## src/rtl/fetch_pc_pkg.sv

```systemverilog
// fetch_pc shared types and defaults.
// State and next-PC select encodings.
package fetch_pc_pkg;

  localparam logic [31:0] PC_RESET_DFLT = 32'h0000_3000;
  localparam int          ADDR_W_DFLT   = 10;

  typedef enum logic [1:0] {
    RUN,
    HALTED,
    FAULT
  } state_e;

  typedef enum logic [2:0] {
    SEL_SEQ,
    SEL_BR,
    SEL_J,
    SEL_JR,
    SEL_PEND
  } sel_e;

endpackage

```

## src/rtl/fetch_pc_npc.sv

```systemverilog
// Next-PC target computation, priority select
// and imem range/alignment check.
module fetch_pc_npc
  import fetch_pc_pkg::*;
#(
  parameter logic [31:0] PC_RESET = PC_RESET_DFLT,
  parameter int          ADDR_W   = ADDR_W_DFLT
) (
  input  logic [31:0] pc_plus4,
  input  logic        br_taken,
  input  logic [15:0] br_imm,
  input  logic        j_en,
  input  logic [25:0] j_index,
  input  logic        jr_en,
  input  logic [31:0] jr_target,
  input  logic        pend_v,
  input  logic [31:0] pend_pc,
  output logic        redir,
  output sel_e        sel,
  output logic [31:0] next_pc,
  output logic        legal
);

  localparam logic [31:0] PC_END =
    PC_RESET + (32'd4 << ADDR_W);

  logic [31:0] br_tgt;
  logic [31:0] j_tgt;

  // Targets, fresh-over-pending priority, and the selected PC.
  always_comb begin
    br_tgt = pc_plus4 +
      {{14{br_imm[15]}}, br_imm, 2'b00};
    j_tgt  = {pc_plus4[31:28], j_index, 2'b00};
    redir  = jr_en | j_en | br_taken;
    if (jr_en)         sel = SEL_JR;
    else if (j_en)     sel = SEL_J;
    else if (br_taken) sel = SEL_BR;
    else if (pend_v)   sel = SEL_PEND;
    else               sel = SEL_SEQ;
    unique case (sel)
      SEL_JR:   next_pc = jr_target;
      SEL_J:    next_pc = j_tgt;
      SEL_BR:   next_pc = br_tgt;
      SEL_PEND: next_pc = pend_pc;
      default:  next_pc = pc_plus4;
    endcase
    legal = (next_pc >= PC_RESET) &&
            (next_pc < PC_END) &&
            (next_pc[1:0] == 2'b00);
  end

endmodule

```

## src/rtl/fetch_pc.sv

```systemverilog
// Program counter stage: holds pc, deferred
// redirect, run/halt/fault state; drives imem addr.
module fetch_pc
  import fetch_pc_pkg::*;
#(
  parameter logic [31:0] PC_RESET = PC_RESET_DFLT,
  parameter int          ADDR_W   = ADDR_W_DFLT
) (
  input  logic              clk,
  input  logic              reset,
  input  logic              stall,
  input  logic              br_taken,
  input  logic [15:0]       br_imm,
  input  logic              j_en,
  input  logic [25:0]       j_index,
  input  logic              jr_en,
  input  logic [31:0]       jr_target,
  input  logic              halt,
  output logic [31:0]       pc,
  output logic [31:0]       pc_plus4,
  output logic [ADDR_W-1:0] addr,
  output logic              fetch_valid,
  output logic              fault
);

  state_e      state_q, state_d;
  logic [31:0] pc_q, pc_d;
  logic        pend_v_q, pend_v_d;
  logic [31:0] pend_pc_q, pend_pc_d;
  logic        fault_q, fault_d;

  logic        redir;
  sel_e        sel;
  logic [31:0] next_pc;
  logic        legal;
  logic [31:0] off;
  logic        unused_bits;

  fetch_pc_npc #(
    .PC_RESET (PC_RESET),
    .ADDR_W   (ADDR_W)
  ) u_npc (
    .pc_plus4  (pc_plus4),
    .br_taken  (br_taken),
    .br_imm    (br_imm),
    .j_en      (j_en),
    .j_index   (j_index),
    .jr_en     (jr_en),
    .jr_target (jr_target),
    .pend_v    (pend_v_q),
    .pend_pc   (pend_pc_q),
    .redir     (redir),
    .sel       (sel),
    .next_pc   (next_pc),
    .legal     (legal)
  );

  // Stall defers redirects; fault beats halt beats update.
  always_comb begin
    state_d   = state_q;
    pc_d      = pc_q;
    pend_v_d  = pend_v_q;
    pend_pc_d = pend_pc_q;
    fault_d   = fault_q;
    if (state_q == RUN) begin
      if (stall) begin
        if (redir) begin
          pend_v_d  = 1'b1;
          pend_pc_d = next_pc;
        end
      end else if (!legal) begin
        state_d  = FAULT;
        fault_d  = 1'b1;
        pend_v_d = 1'b0;
      end else if (halt) begin
        state_d  = HALTED;
        pend_v_d = 1'b0;
      end else begin
        pc_d     = next_pc;
        pend_v_d = 1'b0;
      end
    end
  end

  // State registers with synchronous reset.
  always_ff @(posedge clk) begin
    if (reset) begin
      state_q   <= RUN;
      pc_q      <= PC_RESET;
      pend_v_q  <= 1'b0;
      pend_pc_q <= PC_RESET;
      fault_q   <= 1'b0;
    end else begin
      state_q   <= state_d;
      pc_q      <= pc_d;
      pend_v_q  <= pend_v_d;
      pend_pc_q <= pend_pc_d;
      fault_q   <= fault_d;
    end
  end

  assign off         = pc_q - PC_RESET;
  assign unused_bits = ^{off[31:ADDR_W+2], off[1:0], sel};
  assign pc          = pc_q;
  assign pc_plus4    = pc_q + 32'd4;
  assign addr        = off[ADDR_W+1:2];
  assign fetch_valid = (state_q == RUN) && !reset;
  assign fault       = fault_q;

endmodule

```

## config.mk

```make
export PLATFORM = sky130hd
export DESIGN_NAME = fetch_pc
export DESIGN_NICKNAME = d
export VERILOG_FILES = /design/src/rtl/fetch_pc_pkg.sv /design/src/rtl/fetch_pc_npc.sv /design/src/rtl/fetch_pc.sv
export SDC_FILE = /design/constraint.sdc
export NUM_CORES = 1
export LEC_CHECK = 0
export ABC_AREA = 1
export BUFFER_PORTS_ARGS = -buffer_cell sky130_fd_sc_hd__buf_2
export CORE_MARGIN = 2
export CORE_UTILIZATION = 35
export CTS_BUF_LIST = sky130_fd_sc_hd__clkbuf_4
export CTS_CLUSTER_SIZE = 20
export DETAILED_ROUTE_END_ITERATION = 10
export PLACE_DENSITY = 0.67
export SYNTH_ARGS = -nofsm -noshare
export SYNTH_HDL_FRONTEND = slang
export SYNTH_HIERARCHICAL = 1
export SYNTH_SLANG_ARGS = --single-unit
```

## constraint.sdc

```tcl
create_clock -name clk -period 4.3 [get_ports clk]
set_input_delay 0.43 -clock clk [delete_from_list [all_inputs] [get_ports clk]]
set_output_delay 0.43 -clock clk [all_outputs]
set_load 0.005 [all_outputs]
```

==> results of run 1 <==
==> power groups by stage <==
stage                     registers [mW]  clock network [mW]  logic [mW]
after global placement             0.689                   0       0.347
final                              0.675               0.497       0.373
after detailed placement           0.690                   0       0.350
after floorplan                    0.687                   0       0.237
after global routing               0.679               0.530       0.417
after CTS                          0.676               0.506       0.353
==> flip-flops by register name (all words and copies together), names as in the netlist <==
register / count
fault: 1
state_q: 2
pend_v_q: 1
pc: 32
pend_pc_q: 32
==> how the worst max path moves through the flow <==
stage               slack (ns)  endpoint  cells past startpoint  startpoint
floorplan                 0.74    pc[12]                     28       pc[3]
global placement          0.09    pc[16]                     28       pc[2]
detailed placement      0.0007     pc[4]                     28       pc[2]
CTS                       0.01     pc[4]                     28       pc[2]
global route             -0.09    pc[28]                     27      pc[17]
finish                    0.14    pc[22]                     27      pc[17]
==> worst max-delay path, delay by kind of cell, from the launching register on <==
kind                     cells  cell delay, ns
buffers and inverters        5            0.68
AND/OR/NAND/NOR             17            2.08
AO/OA/AOI/OAI                4            0.42
flip-flops                   1            0.44
adder cells (fa/ha/maj)      1            0.40
==> through the flow <==
stage / total power, mW / instances
floorplan: 0.9243 / 1232
global placement: 1.036 / 1648
detailed placement: 1.040 / 1648
CTS: 1.535 / 1664
global route: 1.625 / 1666
finish: 1.545 / 1666
==> layout by cell type (no fill, tap or decap), types with 5 or more instances in the layout <==
master and count:
nor3_1 7, o21ai_0 42, a21oi_1 69, ha_4 11, dfxtp_2 10, nand4_1 16
nand3b_1 7, nand3_1 100, ha_1 17, xor2_2 8, inv_1 152, o21bai_1 5
dfxtp_1 57, or2_2 7, xor2_1 7, nand3_2 6, nor2_4 11, nand2_2 18
or2_1 5, nand2_1 432, clkbuf_4 9, a211oi_1 6, and2_1 6, buf_4 46
buf_2 156, nor2_2 19, nor2_1 125
==> final cells by class <==
| cell class | instances | area (µm²) | share of cell area (%) |
|---|---|---|---|
| Clock buffer | 9 | 67.56 | 0.7839 |
| Timing Repair Buffer | 202 | 1126 | 13.06 |
| Clock inverter | 7 | 98.84 | 1.147 |
| Inverter | 158 | 603.1 | 6.997 |
| Multi-Input combinational cell | 957 | 5015 | 58.18 |
| Tap cell | 265 | 331.6 | 3.847 |
| Sequential cell | 68 | 1378 | 15.98 |
==> timing repair <==
action                                  in CTS  in global routing
pin swaps                                    0                 12
hold endpoints to repair                     0                  0
resized for setup                            3                 72
endpoints found under the setup margin      27                 32
setup buffers                                0                  2
==> per-layer routing <==
layer	wire length, µm	part of all wire, %
met5	0	0
met1	11910	45
met2	11990	45
met3	2105	7.9
met4	528	2.0
==> flow_summary.yaml, run 1 <==
global_routing:
  use_met3_pct: 3.850
  gr-total-overflow: 0
  use_met2_pct: 40.01
  antenna_found_initial: 0
  grt-busiest-layer: "met2"
  grt_use_met1_pct: 34.50
  grt_pass1_wl_mm: 39.36
  track_usage_pct: 24.75
  grt_max_degree: 37
  grt_pass1_vias: 7335
placement:
  routabilityCongestion: 0.9438
  placed_area_mm2: 0.008065
  io_buffers: 156
  dp_slack_ns: 0.0007203
  hpwl_mm: 21.28
floorplan:
  die_w_um: 144.7
  initial_core_util_pct: 35.58
  die_height_um: 144.7
  ioPinCount: 157
  die_area_mm2: 0.02092
  rows: 51
  coreArea_mm2: 0.01946
worst_setup_path:
  worstSetupEndpointType: "flip-flop"
  cp_data_required_time_ns: 4.60
  worstSetupPathType: "flip-flop to flip-flop"
  reg2reg_to: "pc[22]"
  path_max_fanout: 16
  slowest_delay_ns: 0.44
  start_kind: "flip-flop"
  arrival_ns: 4.46
  reg2reg_depth: 27
  path_common_cell: "nand2_1"
  r2r_slack_ns: 0.14
  cp_slowest_cell: "dfxtp_2"
  regToRegStartpoint: "pc[17]"
clock_tree:
  cts_buffers: 9
  cts_hold_buf: 0
  cts_max_level: 3
  clkTransAtPathRegs_ns: 0.13
  clock-sinks: 68
  worstSkewPairLatency_ns: 0.46
  root_buffer: "clkbuf_4"
  clockBufferDepth: 2
  cts_tree: "yes"
pwr:
  power_frac_comb_pct: 24.2
  pwr-share-clk_pct: 32.2
  swShare_pct: 33.42
  internal_power_mw: 1.029
  p_per_area_mw_per_mm2: 179.3
  pwr-share-seq_pct: 43.7
  power.leakage_nw: 4.423
  vdd_ir_drop_max_mv: 0.1282
  p_sw_mw: 0.5164
min_path:
  whs_endpoint: "state_q[0]"
  hold_path.startpoint: "halt"
  whs_path_depth: 3
  hp-class: "input port to flip-flop"
finish:
  final_area_mm2: 0.008620
  drive_above_1_share_pct: 23.84
  layout.nets: 1508
  fin_util_pct: 44.29
  antenna_cells: 0
  synthToLayoutAreaGrowth_pct: 24.49
  fill_cells: 2096
route:
  drc: 0
  finalWirelength_mm: 26.53
  wire_per_inst_um: 15.92
  first_iter_violations: 815
  detail-route-antenna-nets: 0
  routed_via_density: 5.013
  dr_total_vias: 8351
  drt_pass1_iterations: 5
synth:
  synthCells: 1232
  syn_area_mm2: 0.006924
  syn_nets: 1344
  yosysWarnings: 6
  avgSynthCellArea_um2: 5.620
timing:
  tightest_slew_ns: 0.9847
  slew_viol_final: 0
  setup_viol: 0
  slew_headroom_pct: 34.28
  fin_crit_ns: 4.159
  fmax_mhz: 240.4
  finalSetupTns_ns: 0
  worst_slack_ns: 0.1408
  worst_hold_slack_ns: 0.2952
  hold_viol_final: 0
  fin_skew_ns: 0.03290
  fin_crit_sh_pct: 96.73
status:
  status: "complete, no violations"
run:
  drv_cap: 0
(Power assumes the default switching activity.)
==> run 2: changes to the inputs <==
--- a/config.mk
+++ b/config.mk
@@ -12,6 +12,7 @@
 export CTS_BUF_LIST = sky130_fd_sc_hd__clkbuf_4
 export CTS_CLUSTER_SIZE = 20
 export DETAILED_ROUTE_END_ITERATION = 10
+export MAX_ROUTING_LAYER = met4
 export PLACE_DENSITY = 0.67
 export SYNTH_ARGS = -nofsm -noshare
 export SYNTH_HDL_FRONTEND = slang
==> flow_summary.yaml, run 2 (same netlist as run 1, synthesis figures left out) <==
global_routing:
  track_usage_pct: 26.66
  grt_max_degree: 37
  grt_pass1_wl_mm: 41.38
  grt-busiest-layer: "met2"
  use_met3_pct: 3.192
  grt_use_met1_pct: 37.83
  gr-total-overflow: 0
  grt_pass1_vias: 7548
  use_met2_pct: 40.43
  antenna_found_initial: 1
worst_setup_path:
  r2r_slack_ns: 0.18
  worstSetupEndpointType: "flip-flop"
  cp_slowest_cell: "dfxtp_2"
  reg2reg_depth: 29
  worstSetupPathType: "flip-flop to flip-flop"
  path_max_fanout: 8
  arrival_ns: 4.43
  slowest_delay_ns: 0.37
  start_kind: "flip-flop"
  path_common_cell: "nand2_1"
  cp_data_required_time_ns: 4.61
pwr:
  p_per_area_mw_per_mm2: 180.5
  vdd_ir_drop_max_mv: 0.1997
  power.leakage_nw: 4.567
clock_tree:
  worstSkewPairLatency_ns: 0.46
  cts_tree: "yes"
  clockBufferDepth: 2
  clkTransAtPathRegs_ns: 0.14
  clock-sinks: 68
  root_buffer: "clkbuf_4"
  cts_hold_buf: 0
  cts_buffers: 9
  cts_max_level: 3
timing:
  rsz0062_at_grt: "true"
  finalSetupTns_ns: 0
  tightest_slew_ns: 0.9708
  fin_crit_ns: 4.124
  fin_skew_ns: 0.02367
  slew_headroom_pct: 35.21
  hold_viol_final: 0
  fmax_mhz: 242.5
  fin_crit_sh_pct: 95.91
  setup_viol: 0
  worst_slack_ns: 0.1759
  slew_viol_final: 0
finish:
  drive_above_1_share_pct: 25.68
  final_common_cell: "nand2_1"
  synthToLayoutAreaGrowth_pct: 28.75
  layout.nets: 1532
  mostFrequentLayoutCells: "nand2_1, buf_2, inv_1"
floorplan:
  coreArea_mm2: 0.01946
  die_height_um: 144.7
  rows: 51
  die_area_mm2: 0.02092
  initial_core_util_pct: 35.58
  die_w_um: 144.7
  ioPinCount: 157
status:
  status: "complete, no violations"
route:
  drt_pass1_iterations: 6
  drc: 0
  first_iter_violations: 680
  wire_per_inst_um: 16.30
  finalWirelength_mm: 27.56
  routed_via_density: 5.016
  dr_total_vias: 8482
  detail-route-antenna-nets: 0
min_path:
  whs_path_depth: 3
  hp-class: "input port to flip-flop"
run:
  drv_cap: 0
placement:
  dp_slack_ns: -0.1511
  routabilityCongestion: 1.008
  io_buffers: 156
  hpwl_mm: 22.01
-- run 2: cell count changes in the layout (fill, tap and decap cells not counted), sizes merged --
| cell | previous run | this run |
|---|---|---|
| buf | 202 | 225 |
| bufinv | 2 | 3 |
| clkinvlp | 1 | 2 |
| diode | 0 | 1 |
| inv | 159 | 158 |
-- run 2: what timing repair did --
action	CTS	global route
setup endpoints to repair	32	32
buffers inserted	1	11
cloned	0	1
resized for setup	12	81
pin swaps	0	14
-- run 2: where the power goes --
| group | total [mW] | switching [mW] | internal (mW) | leakage (nW) |
|---|---|---|---|---|
| Combinational | 0.385 | 0.251 | 0.135 | 3.91 |
| Clock | 0.550 | 0.259 | 0.292 | 0.0919 |
| Sequential | 0.673 | 0.0159 | 0.658 | 0.562 |
-- run 2: critical path: cells and delay by family, from the launching register on --
kind	cells	cell delay [ns]
buffers and inverters	3	0.37
AOI/OAI and AO/OA	1	0.06
xor gates and xnor gates	1	0.13
adders and majority gates	2	0.53
and+or+nand+nor	22	2.51
DFF	1	0.37
-- run 2: per-layer routing --
layer | share of wire (%) | wire length, µm
met2 | 44 | 12260
met4 | 1.6 | 435
met5 | 0 | 0
met3 | 7.5 | 2076
met1 | 46 | 12790
-- run 2: final timing paths --
| check | from | to |
|---|---|---|
| max | pc[2] | pc[20] |
| min | halt | state_q[0] |
| max reg2reg | pc[2] | pc[20] |
| min reg2reg | fault | fault |
-- run 2: layout make-up --
cell class | count | area, µm²
clock buffers | 9 | 67.56
diodes | 1 | 2.502
inverters | 158 | 608.1
flip-flops and latches | 68 | 1389
fillers | 2121 | 10550
multi-input cells | 957 | 5065
repair inverters | 1 | 8.758
clock inverters | 7 | 115.1
well taps | 265 | 331.6
repair buffers | 225 | 1328
-- run 2: per-stage QoR --
stage	std cells	utilization, %	cell area (µm²)	hold WS [ns]	power, mW
after detailed placement	1661	41.94	8163	0.4500	1.048
after global routing	1691	45.81	8915	0.2961	1.685
final	1691	45.81	8915	0.2867	1.609
after global placement	1661	41.94	8163	0.4476	1.045
after CTS	1678	43.34	8434	0.2592	1.598
after floorplan	1232	-	6924	0.4414	0.9243
==> run 3: changes to the inputs <==
--- a/config.mk
+++ b/config.mk
@@ -7,7 +7,7 @@
 export LEC_CHECK = 0
 export ABC_AREA = 1
 export BUFFER_PORTS_ARGS = -buffer_cell sky130_fd_sc_hd__buf_2
-export CORE_MARGIN = 2
+export CORE_MARGIN = 3
 export CORE_UTILIZATION = 35
 export CTS_BUF_LIST = sky130_fd_sc_hd__clkbuf_4
 export CTS_CLUSTER_SIZE = 20
==> flow_summary.yaml, run 3 (same netlist as run 1, synthesis figures left out) <==
worst_setup_path:
  start_kind: "flip-flop"
  worstSetupPathType: "flip-flop to flip-flop"
  arrival_ns: 4.30
  reg2reg_depth: 27
  crit_family: "simple AND/OR/NAND/NOR gates"
  crit_cells: 27
  path_max_fanout: 16
  r2r_slack_ns: 0.28
  cp_slowest_cell: "ha_2"
  cp_data_required_time_ns: 4.58
  path_common_cell: "nand2_1"
  path_buf_inv: 4
  slowest_delay_ns: 0.38
  worstSetupEndpointType: "flip-flop"
finish:
  final_common_cell: "nand2_1"
  mostFrequentLayoutCells: "nand2_1, buf_2, inv_1"
  fill_cells: 2076
  drive_above_1_share_pct: 24.47
  fin_util_pct: 45.67
  final_area_mm2: 0.008713
  layout.nets: 1521
  antenna_cells: 0
  synthToLayoutAreaGrowth_pct: 25.84
clock_tree:
  cts_buffers: 9
  root_buffer: "clkbuf_4"
  clock-sinks: 68
  cts_max_level: 3
  cts_tree: "yes"
  cts_hold_buf: 0
  clockBufferDepth: 2
  worstSkewPairLatency_ns: 0.44
  clkTransAtPathRegs_ns: 0.12
run:
  drv_cap: 0
global_routing:
  track_usage_pct: 25.31
  gr-total-overflow: 0
  grt_pass1_wl_mm: 41.78
  grt_max_degree: 37
  antenna_found_initial: 0
  grt_pass1_vias: 7513
timing:
  tightest_slew_ns: 1.000
  slew_viol_final: 0
  fin_crit_sh_pct: 93.58
  fin_crit_ns: 4.024
  setup_viol: 0
  hold_viol_final: 0
  fin_skew_ns: 0.01947
  finalSetupTns_ns: 0
  fmax_mhz: 248.5
  slew_headroom_pct: 33.23
pwr:
  internal_power_mw: 0.9097
  p_sw_mw: 0.5046
  power_frac_comb_pct: 26.8
  swShare_pct: 35.68
  p_per_area_mw_per_mm2: 162.3
  power.leakage_nw: 4.492
  pwr-share-seq_pct: 47.6
  pwr-share-clk_pct: 25.6
  vdd_ir_drop_max_mv: 0.1441
placement:
  routabilityCongestion: 1.032
  io_buffers: 156
  placed_area_mm2: 0.008152
  hpwl_mm: 22.34
route:
  drt_pass1_iterations: 6
  routed_via_density: 5.013
  wire_per_inst_um: 16.43
  drc: 0
  first_iter_violations: 857
  finalWirelength_mm: 27.51
  detail-route-antenna-nets: 0
  dr_total_vias: 8392
status:
  status: "complete, no violations"
floorplan:
  die_w_um: 146.7
  initial_core_util_pct: 36.29
  die_area_mm2: 0.02151
  die_height_um: 146.7
  rows: 50
  coreArea_mm2: 0.01908
  ioPinCount: 157
min_path:
  whs_path_depth: 3
  hp-class: "input port to flip-flop"
==> run 3: area by class of cell <==
cell class,instances,area (µm²),share of cell area (%)
Inverter,158,608.1,6.979
Clock inverter,6,31.28,0.3590
Sequential cell,68,1386,15.91
Tap cell,260,325.3,3.733
Multi-Input combinational cell,957,5026,57.68
Timing Repair Buffer,215,1261,14.47
Clock buffer,10,75.07,0.8616
==> run 3: path summary, 6_finish.rpt <==
path,start,endpoint
worst max register to register,pc[3],pc[12]
worst max-delay path,pc[3],pc[12]
worst min register to register,fault,fault
worst min-delay path,halt,state_q[0]
==> run 3: metal layers <==
layer  global-route usage (%)  routed length, µm  share of wire [%]  vias to the layer above
li1                         -                  -                  -                     4216
met1                    35.75              13020                 47                     3810
met2                    38.07              11910                 43                      330
met3                    3.631               1981                7.2                       36
met4                    6.162                597                2.2                        0
met5                        -                  0                  0                        -
==> run 3: through the flow <==
| step | cells | hold slack [ns] | total power [mW] | setup WS [ns] |
|---|---|---|---|---|
| after CTS | 1668 | 0.2539 | 1.401 | 0.04435 |
| after floorplan | 1232 | 0.4414 | 0.9243 | 0.7446 |
| after global placement | 1652 | 0.4473 | 1.043 | -0.01840 |
| final | 1674 | 0.2823 | 1.414 | 0.2759 |
| after global routing | 1674 | 0.2676 | 1.494 | -0.02324 |
| after detailed placement | 1652 | 0.4462 | 1.045 | -0.1093 |
==> run 3: what timing repair did <==
action                                  4_1_cts  5_1_grt
resized for setup                             6       76
endpoints found under the hold margin         0        0
endpoints found under the setup margin       32       32
buffers inserted                              0        6
pin swaps                                     0       10
==> run 3: power groups by stage <==
| stage | combinational, mW | clock (mW) | sequential [mW] |
|---|---|---|---|
| 6_report | 0.380 | 0.361 | 0.673 |
| 4_1_cts | 0.359 | 0.367 | 0.675 |
| 5_1_grt | 0.421 | 0.395 | 0.677 |
| 3_5_place_dp | 0.355 | 0 | 0.690 |
| 2_1_floorplan | 0.237 | 0 | 0.687 |
| 3_3_place_gp | 0.354 | 0 | 0.689 |
==> run 3: worst reg2reg max path: stages, from the launching register on <==
cell and delay, ns:
dfxtp_1 0.36, buf_4 0.14, nand2_2 0.06, nor2_4 0.16
nand2_4 0.13, nor2_4 0.13, xor2_2 0.25, ha_2 0.38
a21oi_1 0.22, nand2_1 0.14, inv_1 0.11, nand3_2 0.14
nand2_1 0.09, nand2_1 0.06, or2_1 0.20, nand3_1 0.14
nand2_1 0.07, nand2_1 0.09, nand2_1 0.06, nor2_1 0.11
nand2_1 0.10, nor2_4 0.13, inv_1 0.07, nor2_2 0.12
nand2_4 0.11, buf_12 0.16, nand2_1 0.05, nand3_1 0.08
